**src/rtl/mem_ctrl_pkg.sv**
```systemverilog
// Shared types and default sizes for the MEM-stage data-memory controller.
package mem_ctrl_pkg;

    localparam int DEF_ADDR_W  = 32;
    localparam int DEF_DATA_W  = 32;
    localparam int DEF_TIMEOUT = 64;

    typedef enum logic [1:0] {
        ST_IDLE = 2'd0,
        ST_REQ  = 2'd1,
        ST_DONE = 2'd2
    } state_t;

endpackage

```
**src/rtl/mem_timeout_cnt.sv**
```systemverilog
// Counts REQ cycles; expired_o flags the cycle in which the count reaches
// TIMEOUT so the controller can give up on a silent memory.
module mem_timeout_cnt #(
    parameter int TIMEOUT = 64
) (
    input  logic clk_i,
    input  logic rst_i,
    input  logic clr_i,
    input  logic en_i,
    output logic expired_o
);

    localparam int CW = $clog2(TIMEOUT + 1);

    logic [CW-1:0] cnt_q;

    always_ff @(posedge clk_i or posedge rst_i) begin
        if (rst_i) begin
            cnt_q <= '0;
        end else if (clr_i) begin
            cnt_q <= '0;
        end else if (en_i) begin
            cnt_q <= cnt_q + CW'(1);
        end
    end

    // this increment takes the count to TIMEOUT
    assign expired_o = en_i && (cnt_q == CW'(TIMEOUT - 1));

endmodule

```
**src/rtl/mem_access_ctrl.sv**
```systemverilog
// MEM-stage data-memory access controller: turns a load/store into a
// req/ack handshake and stalls the pipeline until the access finishes.
module mem_access_ctrl
    import mem_ctrl_pkg::*;
#(
    parameter int ADDR_W  = DEF_ADDR_W,
    parameter int DATA_W  = DEF_DATA_W,
    parameter int TIMEOUT = DEF_TIMEOUT
) (
    input  logic              clk_i,
    input  logic              rst_i,
    input  logic              MemRead_i,
    input  logic              MemWrite_i,
    input  logic [ADDR_W-1:0] addr_i,
    input  logic [DATA_W-1:0] wdata_i,
    output logic [DATA_W-1:0] rdata_o,
    output logic              stall_o,
    output logic              err_o,
    output logic              mem_req_o,
    output logic              mem_we_o,
    output logic [ADDR_W-1:0] mem_addr_o,
    output logic [DATA_W-1:0] mem_wdata_o,
    input  logic [DATA_W-1:0] mem_rdata_i,
    input  logic              mem_ack_i
);

    state_t state_q;
    state_t state_d;
    logic   we_q;
    logic   access;
    logic   in_req;
    logic   cnt_clr;
    logic   expired;

    assign access  = MemRead_i | MemWrite_i;
    assign in_req  = (state_q == ST_REQ);
    assign cnt_clr = !in_req || mem_ack_i;

    mem_timeout_cnt #(
        .TIMEOUT(TIMEOUT)
    ) u_cnt (
        .clk_i    (clk_i),
        .rst_i    (rst_i),
        .clr_i    (cnt_clr),
        .en_i     (in_req),
        .expired_o(expired)
    );

    always_ff @(posedge clk_i or posedge rst_i) begin
        if (rst_i) begin
            state_q <= ST_IDLE;
        end else begin
            state_q <= state_d;
        end
    end

    // stall in IDLE is combinational so EX/MEM holds the new request
    always_comb begin
        state_d   = state_q;
        stall_o   = 1'b0;
        mem_req_o = 1'b0;
        unique case (state_q)
            ST_IDLE: begin
                stall_o = access;
                if (access) begin
                    state_d = ST_REQ;
                end
            end
            ST_REQ: begin
                stall_o   = 1'b1;
                mem_req_o = 1'b1;
                if (mem_ack_i || expired) begin
                    state_d = ST_DONE;
                end
            end
            ST_DONE: begin
                state_d = ST_IDLE;
            end
            default: begin
                state_d = ST_IDLE;
            end
        endcase
    end

    always_ff @(posedge clk_i or posedge rst_i) begin
        if (rst_i) begin
            mem_addr_o  <= '0;
            mem_wdata_o <= '0;
            we_q        <= 1'b0;
            rdata_o     <= '0;
            err_o       <= 1'b0;
        end else begin
            if ((state_q == ST_IDLE) && access) begin
                mem_addr_o  <= addr_i;
                mem_wdata_o <= wdata_i;
                we_q        <= MemWrite_i;
            end
            if (in_req && mem_ack_i && !we_q) begin
                rdata_o <= mem_rdata_i;
            end
            // an ack in the expiry cycle still counts as success
            if (in_req && !mem_ack_i && expired) begin
                err_o <= 1'b1;
            end
        end
    end

    assign mem_we_o = we_q;

endmodule
```
**config.mk**
```make
export PLATFORM = sky130hd
export DESIGN_NAME = mem_access_ctrl
export DESIGN_NICKNAME = d
export VERILOG_FILES = /design/src/rtl/mem_ctrl_pkg.sv /design/src/rtl/mem_timeout_cnt.sv /design/src/rtl/mem_access_ctrl.sv
export SDC_FILE = /design/constraint.sdc
export NUM_CORES = 1
export LEC_CHECK = 0
export ABC_AREA = 1
export CAP_MARGIN = 20
export CORE_MARGIN = 5
export CORE_UTILIZATION = 40
export DETAILED_ROUTE_END_ITERATION = 10
export PLACE_DENSITY = 0.75
export SETUP_SLACK_MARGIN = 0.2
export SYNTH_ARGS = -nofsm -noshare
export SYNTH_HDL_FRONTEND = slang
export SYNTH_SLANG_ARGS = --single-unit
```
**constraint.sdc**
```tcl
create_clock -name clk_i -period 4 [get_ports clk_i]
set_input_delay 0.8 -clock clk_i [delete_from_list [all_inputs] [get_ports clk_i]]
set_output_delay 0.8 -clock clk_i [all_outputs]
set_load 0.02 [all_outputs]
```
# ---- Word level (Yosys, flattened, before mapping)
# Index checks and enable logic that the tools add are counted.
dict set report word_totals {
  ramBits 0
  latch_bits 0
  register_bits 107
  rom_bits 0
  n_memories 0
  input_bits 101
}
dict set report classes {
  bitwise 1
  add_sub_neg 1
  eq_ne 4
  n_div 0
  muxes 7
  magnitude_cmp 0
  multipliers 0
  n_reduce_logical 14
  n_shift 0
}
# cell count
set op_table {}
lappend op_table {{$mux 7} 2}
lappend op_table {{$add 7x1->7 const B} 1}
lappend op_table {{$eq 7x6->1 const B} 1}
lappend op_table {{$logic_and 1x1->1} 6}
lappend op_table {{$mux 2} 2}
lappend op_table {{$pmux 2 s2} 1}
lappend op_table {{$logic_not 1->1} 3}
lappend op_table {{$eq 2x1->1 const B} 1}
lappend op_table {{$logic_not 2->1} 1}
lappend op_table {{$logic_or 1x1->1} 2}
lappend op_table {{$ne 2x1->1 const B} 1}
lappend op_table {{$ne 2x2->1 const B} 1}
lappend op_table {{$pmux 1 s2} 1}
lappend op_table {{$reduce_and 2->1} 1}
lappend op_table {{$reduce_bool 2->1} 1}
lappend op_table {{$mux 1} 1}
lappend op_table {{$or 1x1->1} 1}

# ---- Depth between registers and ports, before layout
dict set report logic_depth {
  word_depth 5
  ltp_mapped 7
  mapped_depth_nobuf 6
}

# ---- Modules after synthesis
# Synthesis repeated with hierarchy kept, for this count alone.
dict set report unflattened {
  cells_unflattened 493
  hier_area_um2 4394.2
}
# module cells_each area_per_inst_um2 n_inst
set by_module_without_submodules {}
lappend by_module_without_submodules {mem_access_ctrl 443 4005.1 1}
lappend by_module_without_submodules {mem_timeout_cnt 50 389.1 1}

# ---- Least setup slack after synthesis
# Ideal clock, no wire load.
dict set report synth_timing {
  kind {input port to output port}
  start {input MemWrite_i}
  end {output stall_o}
  stages 3
  setup_slack_ps 1844
  t_arrival_ps 1356
  path_cell_list {o21ai_2 > buf_2 > nand2_1}
}
dict set report synth_between {
  elab_chain_len 2
}
# item line_no
set synth_lines {}
lappend synth_lines {{start, declared} mem_access_ctrl.sv:13} ;# input logic MemWrite_i,
lappend synth_lines {{$or 1x1->1} mem_access_ctrl.sv:35} ;# assign access = MemRead_i | MemWrite_i;
lappend synth_lines {{$pmux 1 s2} mem_access_ctrl.sv:62} ;# unique case (state_q)
lappend synth_lines {{end, declared} mem_access_ctrl.sv:17} ;# output logic stall_o,
# Every way passes these cells.

# ---- Final worst setup path
# Same ends and word-level chain as after synthesis.

==> results.tsv <==
stage	metric	value	unit
run_status	status	finished, final reports clean	
sta	maxSlewViolCount	0	
worst_setup_path	startpoint_type	primary input	
cells_and_area	syn_to_final_growth	51.7	%
route	wire_per_inst	14.5	um
synth	synth_fp_nets	577	
worst_setup_path	cp_data_arrival_time	2.12	ns
die	start_util	0.403	
worst_setup_path	crit_path_max_fanout	2	
cells_and_area	final_core_util	0.611	
worst_setup_path	cp.required	3.20	ns
clocking	clk_latency	0.37	ns
clocking	clk_path_buf_depth	2	
worst_setup_path	cp-startpoint	MemWrite_i	
grt	grt_pass1_vias	3797	
worst_setup_path	ff2ff_path_depth	6	
sta	rsz0062_at_grt	no	
sta	fin_crit	2.92	ns
power	p_leak	3.19	nW
route	drt_wl_total	11.8	mm
cells_and_area	mostFrequentLayoutCells	clkdlybuf4s50_1, nand2_1, dfrtp_1, inv_1, o21ai_1	
sta	fin_skew	0.00969	ns
synth	ys_seq_elements	107	
die	pin_count	201	
flow_run	maxCapViolations	0	
clocking	cts_tree	done	
clocking	clk_pin_slew	0.09	ns
worst_setup_path	end_kind	primary output	
synth	async_flop_share	1.00	
power	peakVddDrop	324	uV
worst_setup_path	regToRegEndpoint	mem_wdata_o[26]	
place	hpwl	8.84	mm
hold_path	worstHoldPathType	flop to flop	
grt	grt_pass1_wl	18.9	mm
sta	setup_viol	0	
route	drtIter0Drc	190	
synth	avgSynthCellArea	9.08	sq um
clocking	cts_hold_buf	0	
clocking	cts_setup_buffers	0	
clocking	cts_root_buffer	clkbuf_8	
route	drc_errors	0	
power	p_per_area	769	nW/um^2
clocking	ctsResizeCount	0	
sta	tns	0	ns
synth	yosysSeqAreaShare	0.621	
cells_and_area	final_common_cell	clkdlybuf4s50_1	
synth	synth_cells	475	
clocking	htreeDepth	3	
sta	worst_slew_pin_slew	0.628	ns
worst_setup_path	ff2ff_setup_slack	2.04	ns
cells_and_area	nets	771	
route	vias	3702	
place	portBuffers	200	
clocking	clock_sinks	107	
grt	grt_overflow	0	
worst_setup_path	worstSetupEndpoint	stall_o	
sta	slew_headroom	0.581	
synth	synth_edf_count	0	
grt	antenna_found_initial	0	
die	die_w	114	um
die	core_area	10700	sq um
die	die_h	114	um
clocking	cts_buffers	9	
grt	grt_start_max_net_pins	70	
die	die_area	13000	sq um
synth	ys_types	19	
synth	synth_top_flop_cell	dfrtp_1	
sta	whs	0.476	ns
cells_and_area	fillCellCount	955	
route	viasPerCell	4.55	
place	gp_congestion	0.780	
worst_setup_path	critical_path_class	primary input to primary output	
cells_and_area	drive_gt1_frac	0.0386	
sta	hold_violations	0	
worst_setup_path	r2r-start	state_q[0]	
route	drt-pass1-iter-count	5	
route	drtAntennaViolNets	0	
die	fp-row-count	38	
sta	fmax	343	MHz
grt	grt.total_usage	0.185	
place	dp_cells	798	
cells_and_area	instances_no_fill	813	
synth	syn_area	4310	sq um
power	power	5.03	mW
cells_and_area	diodes	0	
sta	post-route-period-util	0.729	
synth	ys_warn_count	0	
-- area by class of cell --
cell class                      instances  area [sq um]  share of cell area
Clock buffer                           13           169              0.0258
Clock inverter                          2          10.0             0.00153
Inverter                               75           284              0.0434
Multi-Input combinational cell        270          1180               0.180
Sequential cell                       107          2680               0.409
Tap cell                              140           175              0.0268
Timing Repair Buffer                  206          2050               0.313
-- cell families (layout without fill, tap and decap cells) --
| kind of cell | after synthesis | in the layout | share of synthesized area |
|---|---|---|---|
| simple gates | 202 | 202 | 0.190 |
| flops | 107 | 107 | 0.621 |
| buf+inv | 98 | 296 | 0.108 |
| compound gates | 67 | 67 | 0.0786 |
| fa+ha+maj | 1 | 1 | 0.00290 |
-- worst min path at each step --
stage / startpoint / end / slack [ns] / depth (start not counted)
final: rdata_o[29] / rdata_o[29] / 0.48 / 2
after floorplan: u_cnt.cnt_q[0] / u_cnt.cnt_q[0] / 0.47 / 1
after global routing: rdata_o[20] / rdata_o[20] / 0.50 / 2
after global placement: err_o / err_o / 0.45 / 2
after CTS: rdata_o[22] / rdata_o[22] / 0.48 / 2
after detailed placement: rdata_o[22] / rdata_o[22] / 0.46 / 2
-- metal layers --
layer	track usage	share of wire
met1	0.216	0.39
met2	0.336	0.54
met3	0.0292	0.052
met4	0.0776	0.018
met5	0	0
-- synthesized netlist by cell type (3+ instances only) --
| cell | n | area [sq um] |
|---|---|---|
| buf_2 | 8 | 40.0 |
| nor2_1 | 10 | 37.5 |
| nand2_1 | 150 | 563 |
| o21ai_0 | 17 | 85.1 |
| nand3_1 | 37 | 185 |
| o21ai_1 | 47 | 235 |
| buf_6 | 10 | 113 |
| dfrtp_1 | 107 | 2680 |
| inv_1 | 74 | 278 |
| buf_4 | 3 | 22.5 |
-- power breakdown --
part / switching [mW] / internal (mW)
Combinational: 1.44 / 1.14
Clock: 0.346 / 0.273
Sequential: 0.259 / 1.56
-- worst max-delay path: stages --
cell	delay, ns
clkdlybuf4s50_1	0.53
o21ai_4	0.08
nand2_1	0.09
clkdlybuf4s50_1	0.61
-- registers in the layout, indices dropped and copies added (netlist names) --
name,cells
mem_wdata_o,32
err_o,1
mem_addr_o,32
state_q,2
mem_we_o,1
u_cnt.cnt_q,7
rdata_o,32
-- stage by stage --
stage	worst slack, ns	area (sq um)
finish	1.08	6540
global route	1.04	6540
CTS	1.07	6540
detailed placement	1.08	6360
global placement	1.07	6360
floorplan	0.383	4310
(Power assumes the default switching activity.)
